## config.mk

```make
export PLATFORM = sky130hd
export DESIGN_NAME = cpu_trace_buffer
export DESIGN_NICKNAME = d
export VERILOG_FILES = /design/src/rtl/cpu_trace_pkg.sv /design/src/rtl/trace_fifo.sv /design/src/rtl/cpu_trace_buffer.sv
export SDC_FILE = /design/constraint.sdc
export NUM_CORES = 1
export LEC_CHECK = 0
export CAP_MARGIN = 15
export CORE_ASPECT_RATIO = 1.25
export CORE_MARGIN = 1
export CORE_UTILIZATION = 45
export CTS_CLUSTER_DIAMETER = 30
export DETAILED_ROUTE_END_ITERATION = 16
export GPL_ROUTABILITY_DRIVEN = 0
export PLACE_DENSITY = 0.73
export SLEW_MARGIN = 20
export SYNTH_ARGS = -nofsm -noshare
export SYNTH_HDL_FRONTEND = slang
export SYNTH_SLANG_ARGS = --single-unit
```

## constraint.sdc

```tcl
create_clock -name clk -period 9.08 [get_ports clk]
set_clock_uncertainty 0.15 [all_clocks]
set_input_delay 2.27 -clock clk [delete_from_list [all_inputs] [get_ports clk]]
set_output_delay 2.27 -clock clk [all_outputs]
set_load 0.05 [all_outputs]
```

## src/rtl/cpu_trace_pkg.sv

```systemverilog
// Shared types for the cpu_6s46 instruction-trace buffer.
//
// trace_entry_t is one snapshot of architectural state plus the instruction's cycle length.
// Packed MSB..LSB as {[change_mask], cycles, flags, sp, y, x, b, a, pc}.
//
// Build option: define TRACE_CHANGE_MASK_EN to prepend a 6-bit change_mask
// {pc,a,b,xy,sp,flags} to every entry (ENTRY_W grows by 6).
package cpu_trace_pkg;

  // Width of the cycles field stored in each entry.
  localparam int unsigned TRACE_CYCLE_W = 8;

  typedef enum logic {
    TRACE_STOP = 1'b0,
    TRACE_RING = 1'b1
  } trace_mode_e;

  typedef struct packed {
`ifdef TRACE_CHANGE_MASK_EN
    logic [5:0]               change_mask;
`endif
    logic [TRACE_CYCLE_W-1:0] cycles;
    logic [3:0]               flags;
    logic [7:0]               sp;
    logic [11:0]              y;
    logic [11:0]              x;
    logic [3:0]               b;
    logic [3:0]               a;
    logic [12:0]              pc;
  } trace_entry_t;

  localparam int unsigned ENTRY_W = $bits(trace_entry_t);

  // Bit positions inside change_mask.
  localparam int unsigned MASK_PC    = 5;
  localparam int unsigned MASK_A     = 4;
  localparam int unsigned MASK_B     = 3;
  localparam int unsigned MASK_XY    = 2;
  localparam int unsigned MASK_SP    = 1;
  localparam int unsigned MASK_FLAGS = 0;

  function automatic logic [7:0] sat_inc8(input logic [7:0] v);
    return (&v) ? v : v + 8'd1;
  endfunction

endpackage

```

## src/rtl/trace_fifo.sv

```systemverilog
// Synchronous FIFO with first-word-fall-through head output.
//
// Ports:
//   clk, reset_n (sync, active-low), clear (sync flush)
//   push/wdata  - write request and data
//   pop         - read request; ignored while empty
//   rdata       - head entry, all-zero while empty
//   full/empty/count - occupancy status
//
// With OVERWRITE set, a push into a full FIFO without a simultaneous pop
// replaces the oldest entry (head advances, count stays DEPTH).
module trace_fifo #(
  parameter int unsigned DEPTH     = 16,
  parameter int unsigned WIDTH     = 8,
  parameter bit          OVERWRITE = 1'b0
) (
  input  logic                   clk,
  input  logic                   reset_n,
  input  logic                   clear,
  input  logic                   push,
  input  logic [WIDTH-1:0]       wdata,
  input  logic                   pop,
  output logic [WIDTH-1:0]       rdata,
  output logic                   full,
  output logic                   empty,
  output logic [$clog2(DEPTH):0] count
);

  localparam int unsigned PTR_W = $clog2(DEPTH);

  logic [WIDTH-1:0] mem_q [DEPTH];
  logic [PTR_W-1:0] wr_ptr_q, rd_ptr_q;
  logic [PTR_W:0]   count_q;
  logic             do_pop, do_write, do_overwrite;

  assign full  = (count_q == (PTR_W + 1)'(DEPTH));
  assign empty = (count_q == '0);
  assign count = count_q;

  assign do_pop       = pop & ~empty;
  assign do_write     = push & (~full | do_pop | OVERWRITE);
  // Full, no pop: the write lands on the oldest slot, so the head must move too.
  assign do_overwrite = push & full & ~do_pop & OVERWRITE;

  assign rdata = empty ? '0 : mem_q[rd_ptr_q];

  always_ff @(posedge clk) begin
    if (do_write) begin
      mem_q[wr_ptr_q] <= wdata;
    end
  end

  always_ff @(posedge clk) begin
    if (!reset_n || clear) begin
      wr_ptr_q <= '0;
      rd_ptr_q <= '0;
      count_q  <= '0;
    end else begin
      if (do_write) begin
        wr_ptr_q <= wr_ptr_q + PTR_W'(1);
      end
      if (do_pop || do_overwrite) begin
        rd_ptr_q <= rd_ptr_q + PTR_W'(1);
      end
      if (do_write && !do_pop && !do_overwrite) begin
        count_q <= count_q + (PTR_W + 1)'(1);
      end else if (do_pop && !do_write) begin
        count_q <= count_q - (PTR_W + 1)'(1);
      end
    end
  end

endmodule

```

## src/rtl/cpu_trace_buffer.sv

```systemverilog
// Instruction-trace capture for cpu_6s46.
//
// Snapshots {pc,a,b,x,y,sp,flags} and the instruction's cycle length each time the
// microcode finishes an instruction, queues the snapshots in a DEPTH-entry FIFO and
// presents them on a valid/ready stream.
//
// Ports:
//   clk, reset_n (sync, active-low), clk_en (CPU cycle enable)
//   step_done, halt      - microcode is_last_cycle_step / halt
//   enable, clear        - capture enable, synchronous flush
//   pc,a,b,x,y,sp,flags  - architectural state tapped from the core
//   trace_valid/ready/data - head-of-queue stream (data is a cpu_trace_pkg::trace_entry_t)
//   count, overflow, drop_count - occupancy and loss statistics
//
// MODE 0 (TRACE_STOP) drops new entries when full; MODE 1 (TRACE_RING) overwrites the oldest.
// Build option: TRACE_CHANGE_MASK_EN adds a per-entry change_mask against the previous capture.
module cpu_trace_buffer
  import cpu_trace_pkg::*;
#(
  parameter int unsigned DEPTH   = 16,
  parameter int unsigned CYCLE_W = 8,
  parameter int unsigned MODE    = 0
) (
  input  logic                   clk,
  input  logic                   reset_n,
  input  logic                   clk_en,
  input  logic                   step_done,
  input  logic                   halt,
  input  logic                   enable,
  input  logic                   clear,
  input  logic [12:0]            pc,
  input  logic [3:0]             a,
  input  logic [3:0]             b,
  input  logic [11:0]            x,
  input  logic [11:0]            y,
  input  logic [7:0]             sp,
  input  logic [3:0]             flags,
  output logic                   trace_valid,
  input  logic                   trace_ready,
  output logic [ENTRY_W-1:0]     trace_data,
  output logic [$clog2(DEPTH):0] count,
  output logic                   overflow,
  output logic [7:0]             drop_count
);

  localparam trace_mode_e MODE_E = trace_mode_e'(MODE[0]);
  localparam bit          RING   = (MODE_E == TRACE_RING);

  // Per-instruction cycle counter.
  logic [CYCLE_W-1:0]       cyc_q, cyc_d, cyc_inc;
  logic [TRACE_CYCLE_W-1:0] len_field;
  logic                     advance, done, capture;

  assign advance = clk_en & ~halt;
  assign done    = advance & step_done;
  assign capture = done & enable;
  // Saturating counter+1; this is both the next count and the stored length.
  assign cyc_inc = (&cyc_q) ? cyc_q : cyc_q + CYCLE_W'(1);

  always_comb begin
    cyc_d = cyc_q;
    if (done) begin
      cyc_d = '0;
    end else if (advance) begin
      cyc_d = cyc_inc;
    end
  end

  always_ff @(posedge clk) begin
    if (!reset_n || clear) begin
      cyc_q <= '0;
    end else begin
      cyc_q <= cyc_d;
    end
  end

  // Fit the counter into the entry's cycles field, saturating if the counter is wider.
  if (CYCLE_W > TRACE_CYCLE_W) begin : g_len_sat
    assign len_field = (|cyc_inc[CYCLE_W-1:TRACE_CYCLE_W]) ? '1
                                                           : cyc_inc[TRACE_CYCLE_W-1:0];
  end else begin : g_len_ext
    assign len_field = TRACE_CYCLE_W'(cyc_inc);
  end

`ifdef TRACE_CHANGE_MASK_EN
  logic [12:0] prev_pc_q;
  logic [3:0]  prev_a_q, prev_b_q, prev_flags_q;
  logic [11:0] prev_x_q, prev_y_q;
  logic [7:0]  prev_sp_q;
  logic [5:0]  change_mask;

  always_comb begin
    change_mask             = '0;
    // Sequential flow (pc advancing by one) is not reported as a pc change.
    change_mask[MASK_PC]    = (pc != prev_pc_q + 13'd1);
    change_mask[MASK_A]     = (a != prev_a_q);
    change_mask[MASK_B]     = (b != prev_b_q);
    change_mask[MASK_XY]    = (x != prev_x_q) || (y != prev_y_q);
    change_mask[MASK_SP]    = (sp != prev_sp_q);
    change_mask[MASK_FLAGS] = (flags != prev_flags_q);
  end

  always_ff @(posedge clk) begin
    if (!reset_n || clear) begin
      prev_pc_q    <= '0;
      prev_a_q     <= '0;
      prev_b_q     <= '0;
      prev_x_q     <= '0;
      prev_y_q     <= '0;
      prev_sp_q    <= '0;
      prev_flags_q <= '0;
    end else if (capture) begin
      prev_pc_q    <= pc;
      prev_a_q     <= a;
      prev_b_q     <= b;
      prev_x_q     <= x;
      prev_y_q     <= y;
      prev_sp_q    <= sp;
      prev_flags_q <= flags;
    end
  end
`endif

  trace_entry_t entry;

  always_comb begin
    entry        = '0;
    entry.pc     = pc;
    entry.a      = a;
    entry.b      = b;
    entry.x      = x;
    entry.y      = y;
    entry.sp     = sp;
    entry.flags  = flags;
    entry.cycles = len_field;
`ifdef TRACE_CHANGE_MASK_EN
    entry.change_mask = change_mask;
`endif
  end

  logic fifo_full, fifo_empty, pop, lost;

  assign trace_valid = ~fifo_empty;
  assign pop         = trace_valid & trace_ready;
  // Full with no pop loses an entry in both modes: the new one (stop) or the oldest (ring).
  assign lost        = capture & fifo_full & ~pop;

  trace_fifo #(
    .DEPTH     (DEPTH),
    .WIDTH     (ENTRY_W),
    .OVERWRITE (RING)
  ) u_fifo (
    .clk     (clk),
    .reset_n (reset_n),
    .clear   (clear),
    .push    (capture),
    .wdata   (entry),
    .pop     (pop),
    .rdata   (trace_data),
    .full    (fifo_full),
    .empty   (fifo_empty),
    .count   (count)
  );

  always_ff @(posedge clk) begin
    if (!reset_n || clear) begin
      overflow   <= 1'b0;
      drop_count <= '0;
    end else if (lost) begin
      overflow   <= 1'b1;
      drop_count <= sat_inc8(drop_count);
    end
  end

endmodule

```

## Word level (Yosys, flattened, before mapping)

Memory sizes are Yosys's and may differ from the RTL's. A register that Yosys moved wholly into a read port is not among the register bits.
Index checks and enable logic that the tools add are counted.

- Reductions and logical operators: 12
- Bitwise operators: 14
- Multiplexer cells: 8
- Add/sub/neg operators: 6
- Equality and inequality tests: 1

Operator list:

| kind | number |
|---|---|
| 65-bit 2-to-1 mux | 1 |
| 8-bit by 1-bit adder with 8-bit output, second input constant | 2 |
| 8-bit AND reduction | 2 |
| 5-bit 2-to-1 mux | 2 |
| 4-bit by 1-bit adder with 4-bit output, second input constant | 2 |
| 1-bit AND | 8 |
| 4-bit 2-to-1 mux | 2 |
| 8-bit 2-to-1 mux | 1 |
| 5-bit by 1-bit adder with 5-bit output, second input constant | 1 |
| 5-bit equality test, second input constant | 1 |
| 5-bit zero test | 1 |
| 1-bit NOT | 5 |
| 5-bit by 1-bit subtractor with 5-bit output, second input constant | 1 |
| 1-bit zero test | 3 |
| 1-bit logical AND | 2 |
| 1-bit 2-to-1 mux | 2 |
| 2-bit AND reduction | 1 |
| 2-bit nonzero test | 1 |
| 2-bit OR reduction | 1 |
| 1-bit logical OR | 1 |
| 1-bit bitwise OR | 1 |

- Word-level logic and storage cells: 48
- Memories: 1
- Bits in registers: 30
- Output and inout bits: 80
- Bits of input ports: 65
- Memory bits (writable): 1040

Memory list:

| memory | depth | bits a word | read ports | clocked after memory_dff | write ports | RTL line | text |
|---|---|---|---|---|---|---|---|
| u_fifo.mem_q | 16 | 65 | 1 | 1 | 1 | trace_fifo.sv:31 | `logic [WIDTH-1:0] mem_q [DEPTH];` |

## Depth between registers and ports, before layout

Gate-level depths: netlist of run 1.

- Word-level depth: 10
- Mapped depth: 10
- Mapped depth without buffers: 9

## By module

Synthesis of run 1 repeated with hierarchy kept, for this count alone.

- Cell total of the unflattened synthesis: 1816
- Area, all modules: 41370.9 sq um

Modules (own cells, without submodules):

| module | area an instance (sq um) | cells each | times used | seq. area each (sq um) |
|---|---|---|---|---|
| trace_fifo | 40393.7 | 1704 | 1 | 31570.3 |
| cpu_trace_buffer | 977.2 | 112 | 1 | 340.3 |

## Worst setup path before layout of run 1

OpenSTA, ideal clock, no wires.

- Path type: input port to flip-flop
- From: input port halt
- To: memory u_fifo.mem_q[0][0] (netlist name), enable pin
- Stages on the path: 4
- Library setup time: 0.568 ns
- Arrival: 7.600 ns
- Buffers on the path: 0
- Slack: 0.762 ns
- Required time: 8.362 ns
- Cells stage by stage: nand4b_1 -> a21oi_1 -> nand2_1 -> nor3_1

- Cells in the longest elaborated chain, start to end: 7

Ends and longest elaborated chain:

| what | RTL line | text |
|---|---|---|
| start, declared | cpu_trace_buffer.sv:28 | `input logic halt,` |
| 1-bit NOT | cpu_trace_buffer.sv:54 | `assign advance = clk_en & ~halt;` |
| 1-bit AND | cpu_trace_buffer.sv:54 |  |
| 1-bit AND | cpu_trace_buffer.sv:55 | `assign done = advance & step_done;` |
| 1-bit AND | cpu_trace_buffer.sv:56 | `assign capture = done & enable;` |
| 1-bit AND | trace_fifo.sv:41 | `assign do_write = push & (~full \| do_pop \| OVERWRITE);` |
| named net u_fifo.do_write | trace_fifo.sv:34 | `logic do_pop, do_write, do_overwrite;` |
| 1-bit 2-to-1 mux | trace_fifo.sv:48 | `if (do_write) begin` |
| 1-bit 2-to-1 mux (implied by the code) | trace_fifo.sv:49 | `mem_q[wr_ptr_q] <= wdata;` |
| end, declared | trace_fifo.sv:31 |  |

The timed path passes the listed nets, and every way through them passes these cells.

==> results.md, run 1 <==
* Status: completed
* FF-to-FF End: u_fifo.mem_q[11][33]
* Wire per inst at 27.3 µm
* Deepest clock path buffer count at 3
* R2R Path Start: u_fifo.count[0]
* Die area at 0.0931 mm²
* Fmax at about 0.15 GHz
* Slowest cell on the critical path: dfxtp_4
* Width of the die at 273 µm
* Hold_buf cts at 0
* Initial Util at 45.7%
* Ports at 145
* Share of cells above drive strength 1 at between 20 and 30%
* Final setup violation count at 0
* Syn avg cell area at 22.6 µm²
* Total iterations of the first detailed-routing run at 5
* RSZ-0062 raised after global routing: false
* Post-Syn Nets at 1907
* Fin util at 54.6%
* Fin Setup TNS at 0 ns
* Slew headroom at ~22%
* P&R area growth vs syn at 19.6%
* Vias in the first global route at ~21000
* Kind of critical path: reg2out
* Reg-to-reg slack, setup at 5.28 ns
* ANT nets after route at 0
* Dpl cells at 3099
* Leakage at approximately 15 nW
* Number of synthesized flops with an enable pin at 1040
* Leading area contributor after synthesis: edfxtp_1
* CTS tree: built
* Initial DRC count at 2072
* Most frequent cells in the layout: edfxtp_1 (1040), mux4_2 (259), clkbuf_16 (144), clkdlybuf4s50_1 (144), mux2_2 (66)
* Largest net degree at the start of global routing at 92
* Initial antenna violation count at 6
* Register bit count reported by yosys at 1074
* Clock sinks at ~1100
* Synth top area cells: edfxtp_1 (76%), mux4_2 (14%), mux2_2 (1.8%), dfxtp_1 (1.6%), a221o_1 (1.6%)
* Synth Cell Area at 0.0413 mm²
* Num CTS Buffers at 144
* Power per cell area at roughly 240 mW/mm²
* Crit path largest cell delay at approximately 0.95 ns
* Critical Path AT at around 4.5 ns
* Commonest non-fill, non-tap cell in the layout: edfxtp_1
* Slew Limit Fails at 0
* H-tree levels at 4
* Fin crit period at 6.89 ns
* Distinct cells, synth at 50
* Overflow after GRT at 0
* Final wirelength at 91.9 mm
* Reg clk slew, reported paths at 0.05 ns
* Final net count at 2137
* Filler cell count at 6595
* Hold path start: u_fifo.rd_ptr_q[3]
* Root Buffer: clkbuf_16
* First-pass GRT wire length at 136 mm
* Worst slew pin tran at 1.17 ns
* Worst EP required at 6.66 ns
* Crit Path Max Fanout at 50
* Post-synthesis sequential area ratio at 77.2%
* Cts repair resizes at 0
* Share of the synthesized area in the top cell type at between 70% and 80%
* Nature of the critical path endpoint: primary output
* Postcts setup bufs at 0
* Final Total Pwr at 11.9 mW
* Crit path launch type: register
* HPWL Detailed at ~47 mm
* Clk_lat worst skew at 0.74 ns
* Hold Fails Final Rpt at 0
* Max_cap viols at 0
* Async S/R FF share, synth at 0%
* Site row count at roughly 120
* Worst Hold Path Cells at 2
* Cell count after synthesis at 1829
* DRC at 0
* CP cell instances: buf_4, mux4_2, mux2_2, a221o_1, clkdlybuf4s50_1
* Die H at 341 µm
* Core footprint at 0.0905 mm²
* Vias at 19770
* Final period utilization at 75.9%
* Synth Flop Type: edfxtp_1
* Syn. warnings at 0
* Tightest Hold Check Type: reg2reg
* VDD IR-drop max at 0.165 mV
* Finished Layout Cells at 3368
* I/O Buffers at 144
* DR vias/cell at between 5 and 6
* Aggregate global-route resource usage at between 20 and 25%
* Worst r2r path cells at 4
per-layer routing:
| metal | vias to the layer above | track usage [%] | share of wire [%] |
|---|---|---|---|
| li1 | 8245 | - | - |
| met1 | 10565 | 24.8 | 38 |
| met2 | 793 | 35.2 | 53 |
| met3 | 161 | 4.13 | 6.9 |
| met4 | 6 | 7.04 | 2.6 |
| met5 | - | 0 | 0.032 |
critical path, delay by kind of cell, from the launching register on:
kind	cells	cell delay, ns
buffers and inverters	2	1.44
DFF	1	0.95
muxes	2	0.87
AOI/OAI and AO/OA	1	0.41
metrics by stage:
step | setup WS, ns | instance area (µm²) | hold slack [ns]
2_1_floorplan | 0.762 | 41300 | 0.309
3_3_place_gp | 2.64 | 44200 | 0.319
3_5_place_dp | 2.62 | 44200 | 0.331
4_1_cts | 2.08 | 49400 | 0.343
5_1_grt | 1.99 | 49400 | 0.362
6_report | 2.19 | 49400 | 0.344
sequential cells by signal (all words and copies together), names as in the netlist, named ones only:
register and cells:
u_fifo.mem_q 1040, cyc_q 8, drop_count 8, u_fifo.count 5, u_fifo.rd_ptr_q 4, u_fifo.wr_ptr_q 4, overflow 1
synthesized netlist by cell type (all sizes together) (3+ instances only):
master	instances
buf	53
nand2	15
nor4	4
mux2	66
nand3b	3
nor2	38
nand3	19
ha	12
inv	7
dfxtp	34
o31ai	3
a221o	64
o21ai	9
xor2	8
xnor2	3
o211ai	5
nand2b	7
nor2b	70
o21a	4
and3	5
a211oi	3
mux4	259
edfxtp	1040
a21oi	17
nor3	14
nand4	3
clkbuf	44
power breakdown:
group / switching, mW / internal (mW)
clock: 2.30 / 3.58
combinational: 0.403 / 0.210
sequential: 0.0107 / 5.43
total: 2.71 / 9.23
how the worst max path moves through the flow:
| stage | from | slack (ns) | to |
|---|---|---|---|
| 3_5_place_dp | halt | 2.62 | u_fifo.mem_q[9][46] |
| 2_1_floorplan | halt | 0.76 | u_fifo.mem_q[0][0] |
| 3_3_place_gp | halt | 2.64 | u_fifo.mem_q[9][44] |
| 4_1_cts | register | 2.08 | trace_data[60] |
| 6_report | register | 2.19 | trace_data[60] |
| 5_1_grt | register | 1.99 | trace_data[60] |
kinds of logic (layout without fill, tap and decap cells):
| family | after synthesis | count (layout) | synth area share [%] |
|---|---|---|---|
| mux | 327 | 327 | 16.0 |
| other cells | 0 | 2 | 0 |
| flops | 1074 | 1074 | 77.2 |
| fa+ha+maj | 13 | 13 | 0.412 |
| compound gates | 112 | 112 | 2.31 |
| buf+inv | 104 | 454 | 1.27 |
| simple gates | 188 | 188 | 2.60 |
| xor+xnor | 11 | 11 | 0.233 |
area by class of cell:
type	count	area (µm²)	share of cell area, %
multi-input combinational	651	9020	18.2
clock buffer	152	3630	7.35
antenna	2	5.00	0.0101
tap	1187	1490	3.00
sequential	1074	31900	64.6
clock inverter	114	1550	3.14
inverter	7	26.3	0.0531
timing repair buffer	181	1800	3.64
Power figures use the tool's default switching activity.
==> inputs of run 2 (changes only) <==
clock period = 6.7 ns   (was 9.08 ns; I/O delays follow)
==> results.md, run 2 (same netlist as run 1, synthesis figures left out) <==
* Hold Fails Final Rpt at 0 (unchanged)
* DR vias/cell at 5.76 (-1.8%)
* CP cell instances: or4_1, o21ai_0, nor2_4, buf_4, a221o_1, clkdlybuf4s50_1
* Slew Limit Fails at 0 (unchanged)
* Die area at 0.0931 mm² (unchanged)
* Vias at 19519 (-1.3%)
* Deepest clock path buffer count at 3 (unchanged)
* Core footprint at 0.0905 mm² (unchanged)
* Crit Path Max Fanout at 45 (-10%)
* Final setup violation count at 0 (unchanged)
* Vias in the first global route at 21154 (-0.50%)
* Worst Hold Slack at 0.337 ns (-0.00792 ns)
* Share of cells above drive strength 1 at 30.3% (+0.62 points)
* Filler cell count at 6669 (+1.1%)
* Nature of the critical path endpoint: primary output
* HPWL Detailed at 48.1 mm (+1.8%)
* Hold_buf cts at 0 (unchanged)
* Kind of critical path: reg2out
* Commonest non-fill, non-tap cell in the layout: edfxtp_1
* First-pass GRT wire length at 133 mm (-2.4%)
* Initial Util at 45.7% (unchanged)
* Aggregate global-route resource usage at 19.6% (-0.51 points)
* Cts repair resizes at 0 (unchanged)
* CTS tree: built
* I/O Buffers at 144 (unchanged)
* Power per cell area at 319 mW/mm² (+32%)
* Wire per inst at 26.3 µm (-3.5%)
* Area of the multi-input gates at 0.00904 mm² (+0.28%)
* ANT nets after route at 0 (unchanged)
* Worst EP required at 4.88 ns (-1.78 ns)
* Fmax at roughly 0.16 GHz
* Largest register by flop count: u_fifo.mem_q
* Slew headroom at 30.9% (+8.9 points)
* Final wirelength at 89.2 mm (-3.0%)
* Overflow after GRT at 0 (unchanged)
* Width of the die at 273 µm (unchanged)
* Slowest cell on the critical path: clkdlybuf4s50_1
* Total iterations of the first detailed-routing run at 4 (-1)
* Critical Path AT at 4.54 ns (+0.07 ns)
* Reg clk slew, reported paths at 0.05 ns (about the same)
* Max_cap viols at 0 (unchanged)
* Root Buffer: clkbuf_16
* Dpl ws at 1.09 ns (-1.53 ns)
* RSZ-0062 raised after global routing: false
* DRC at 0 (unchanged)
* Crit path launch type: register
* Initial antenna violation count at 4 (-2)
* Most frequent cells in the layout: edfxtp_1 (1040), mux4_2 (259), clkbuf_16 (150)
* Clk_lat worst skew at 0.74 ns (about the same)
* Postcts setup bufs at 0 (unchanged)
* Status: completed
* Crit path largest cell delay at 0.84 ns (-0.11 ns)
* Max reg flops at 1040 (unchanged)
* Fin Setup TNS at 0 ns (unchanged)
* H-tree levels at 4 (unchanged)
* Worst slew pin tran at 1.03 ns (-0.137 ns)
* Tightest Hold Check Type: reg2reg
* Die H at 341 µm (unchanged)
* VDD IR-drop max at 0.185 mV (+12%)
* Reg area at 0.0319 mm² (unchanged)
* Site row count at 123 (unchanged)
* Largest net degree at the start of global routing at 66 (-28%)
* Post-DP Area at 0.0446 mm² (+0.83%)
* P&R area growth vs syn at 19.9%
* Leakage at 15.0 nW (-0.18%)
* Top Registers: u_fifo.mem_q: 1040 flops, cyc_q: 8 flops, drop_count: 8 flops
* Final net count at 2152 (+0.70%)
* Ports at 145 (unchanged)
* Final period utilization at 95.0%
* Clock sinks at 1074 (unchanged)
* Initial DRC count at 1721 (-17%)
* Fin crit period at between 6 and 7 ns
* Num CTS Buffers at 147 (+2.1%)
* Cell area after layout at 0.0495 mm² (+0.18%)
* Worst setup margin at 0.337 ns (-1.86 ns)
## run 2: layout make-up
class,instances,area share (%)
inverters,7,0.0530
clock inverters,113,2.32
clock buffers,159,7.65
well taps,1187,3.00
flip-flops and latches,1074,64.4
repair buffers,193,4.26
diodes,3,0.0152
multi-input cells,651,18.3
## run 2: final timing paths
check / end / depth (start not counted) / slack [ns] / startpoint
max: trace_data[11] / 6 / 0.34 / u_fifo.count[2]
min: overflow / 2 / 0.34 / overflow
max reg2reg: u_fifo.mem_q[7][44] / 4 / 3.41 / u_fifo.count[0]
min reg2reg: overflow / 2 / 0.34 / overflow
## run 2: where the power goes
group / total (mW) / internal (mW) / switching [mW] / leakage, nW
logic: 0.811 / 0.292 / 0.518 / 3.08
registers: 7.38 / 7.36 / 0.0157 / 9.53
clock network: 7.61 / 4.53 / 3.08 / 2.37
total: 15.8 / 12.2 / 3.61 / 15.0
## run 2: stage by stage
step / utilization, % / power [mW] / cells
after floorplan: - / 8.00 / 1829
after global routing: 54.7 / 16.2 / 3385
after CTS: 54.7 / 15.9 / 3384
after detailed placement: 49.3 / 8.33 / 3112
after global placement: 49.3 / 8.32 / 3112
final: 54.7 / 15.8 / 3387
## run 2: routing by layer
layer	share of wire, %	vias up	wire (µm)	global-route usage, %
met5	0.028	-	25	0
met4	2.0	4	1820	5.88
met3	5.3	143	4740	4.28
met2	52	568	46700	33.7
met1	40	10491	35900	24.9
li1	-	8313	-	-
## run 2: worst max-delay path: cells and delay by family, from the launching register on
| family | cells | cell delay [ns] |
|---|---|---|
| DFF | 1 | 0.45 |
| buffers and inverters | 2 | 1.54 |
| AOI/OAI and AO/OA | 2 | 0.63 |
| and+or+nand+nor | 2 | 1.05 |
==> inputs of run 3 (changes only) <==
REMOVE_ABC_BUFFERS = 1   (was not set)
==> results.md, run 3 (same netlist as run 1, synthesis figures left out) <==
* Kind of critical path: reg2out
* Cell family with most CP delay: buffers and inverters
* Reg clk slew, reported paths at 0.05 ns (about the same)
* Commonest non-fill, non-tap cell in the layout: edfxtp_1
* Clk_lat worst skew at 0.73 ns (about the same)
* Crit Path Max Fanout at 19 (-58%)
* Slew Limit Fails at 0 (unchanged)
* Worst EP required at 4.88 ns (about the same)
* Worst setup startpoint: u_fifo.count[2]
* Share of cells above drive strength 1 at 29.9% (-0.36 points)
* Cts repair resizes at 0 (unchanged)
* Most frequent cells in the layout: edfxtp_1 (1040), mux4_2 (259), clkbuf_16 (152)
* Aggregate global-route resource usage at 20.3% (+0.72 points)
* Site row count at 123 (unchanged)
* VDD IR-drop max at 0.271 mV (+46%)
* Die H at 341 µm (unchanged)
* Largest register by flop count: u_fifo.mem_q
* Fin util at 54.8% (+0.061 points)
* Hold Fails Final Rpt at 0 (unchanged)
* Initial antenna violation count at 8 (+4)
* DR vias/cell at 5.94 (+3.0%)
* Cell area after layout at 0.0496 mm² (+0.11%)
* DRC at 0 (unchanged)
* Die area at 0.0931 mm² (unchanged)
* Filler cell count at 6525 (-2.2%)
* Max_cap viols at 0 (unchanged)
* Tightest Hold Check Type: reg2reg
* RSZ-0062 raised after global routing: false
* Nature of the critical path endpoint: primary output
* Slowest cell on the critical path: clkdlybuf4s50_1
* Worst Hold Path Cells at 2 (unchanged)
* ANT nets after route at 0 (unchanged)
* Clock sinks at 1074 (unchanged)
* Final net count at 2154 (+0.093%)
* Worst Hold Path EP: overflow
* Worst r2r path cells at 5 (+1)
* Core footprint at 0.0905 mm² (unchanged)
* Vias at 20116 (+3.1%)
* Global Route met1 Usage at 25.7% (+0.81 points)
* Postcts setup bufs at 0 (unchanged)
* Wire per inst at 27.4 µm (+4.3%)
* Fin Setup TNS at 0 ns (unchanged)
* Final wirelength at 93.0 mm (+4.3%)
* FF-to-FF End: u_fifo.mem_q[4][42]
* Max reg flops at 1040 (unchanged)
* Power per cell area at 325 mW/mm² (+2.0%)
* Width of the die at 273 µm (unchanged)
* CP cell instances: or4_1, o21ai_0, nor2_4, buf_4, a221o_1, clkdlybuf4s50_1
* Initial DRC count at 1681 (-2.3%)
* I/O Buffers at 144 (unchanged)
* HPWL Detailed at 48.3 mm (+0.48%)
* Hold_buf cts at 0 (unchanged)
* Deepest clock path buffer count at 3 (unchanged)
* CTS tree: built
* Fin crit period at 6.25 ns (-0.109 ns)
* Leakage at 15.1 nW (+0.65%)
* H-tree levels at 4 (unchanged)
* Top Registers: u_fifo.mem_q: 1040 flops, cyc_q: 8 flops, drop_count: 8 flops
* Worst slew pin tran at 1.07 ns (+0.0419 ns)
* Buf+Inv Stages, Crit Path at 2 (unchanged)
* Num CTS Buffers at 148 (+0.68%)
* Critical Path AT at 4.43 ns (-0.11 ns)
* Root Buffer: clkbuf_16
* GRT busiest layer: met2
* Ports at 145 (unchanged)
* R2R Path Start: u_fifo.count[4]
* Total iterations of the first detailed-routing run at 5 (+1)
* Largest net degree at the start of global routing at 69 (+4.5%)
* Final setup violation count at 0 (unchanged)
* Hold path start: overflow
* Final period utilization at 93.3% (-1.6 points)
* Reg-to-reg slack, setup at 3.30 ns (-0.11 ns)
* Overflow after GRT at 0 (unchanged)
* Crit path launch type: register
* GR Util met2 at 34.5% (+0.71 points)
* First-pass GRT wire length at 138 mm (+3.6%)
* Status: completed
* P&R area growth vs syn at 20.0%
* Vias in the first global route at 21605 (+2.1%)
* Initial Util at 45.7% (unchanged)
* Slew headroom at 28.4% (-2.5 points)
* Post-DP Area at 0.0445 mm² (-0.24%)
* Crit path largest cell delay at 0.87 ns (+0.03 ns)
* Met3 Use GR at 4.55% (+0.27 points)
* Fmax at 0.160 GHz (+1.7%)
## run 3: cell types whose count changed in the layout (fill, tap and decap cells not counted), moves of 3 or more
cell,delta
clkinvlp_4,-8
buf_4,+8
clkinv_2,-8
inv_16,-3
buf_12,-7
clkbuf_1,+6
nor3_4,-4
nor3_2,+4
clkinv_4,-5
bufinv_16,+9
inv_6,+4
## run 3: cell type report
cell class | count | area, µm² | area share [%]
multi-input cells | 651 | 9020 | 18.2
clock inverters | 104 | 1230 | 2.48
well taps | 1187 | 1490 | 3.00
clock buffers | 167 | 3860 | 7.78
flip-flops and latches | 1074 | 31900 | 64.4
inverters | 7 | 26.3 | 0.0530
diodes | 4 | 10.0 | 0.0202
repair buffers | 194 | 2030 | 4.09
## run 3: metal layers
layer | vias to the layer above | share of wire, %
met1 | 10738 | 38
met2 | 891 | 52
met5 | - | 0.054
met3 | 167 | 7.4
li1 | 8314 | -
met4 | 6 | 2.5
## run 3: report_power, final
group	total [mW]	internal [mW]	switching [mW]	leakage, nW
Sequential	7.38	7.36	0.0124	9.53
Clock	7.93	4.90	3.03	2.46
Combinational	0.835	0.289	0.546	3.09
## run 3: worst max path at each step
stage / end / slack (ns) / cells after the start
floorplan: trace_data[63] / -5.68 / 1
global placement: trace_data[64] / 1.35 / 6
detailed placement: trace_data[64] / 1.30 / 6
CTS: trace_data[64] / 0.45 / 6
global route: trace_data[64] / 0.33 / 6
finish: trace_data[64] / 0.45 / 6
## run 3: worst min-delay path: cells and delay by family (launching register included)
| kind | cells | cell delay [ns] |
|---|---|---|
| flops | 1 | 0.33 |
| simple gates | 2 | 0.12 |
## run 3: metrics by stage
step | instances | hold WS [ns] | setup WS, ns | total power, mW
2_1_floorplan | 1732 | 0.309 | -5.68 | 8.02
3_3_place_gp | 3113 | 0.324 | 1.35 | 8.33
3_5_place_dp | 3113 | 0.315 | 1.30 | 8.35
4_1_cts | 3384 | 0.334 | 0.448 | 16.2
5_1_grt | 3385 | 0.388 | 0.330 | 16.5
6_report | 3388 | 0.329 | 0.446 | 16.1
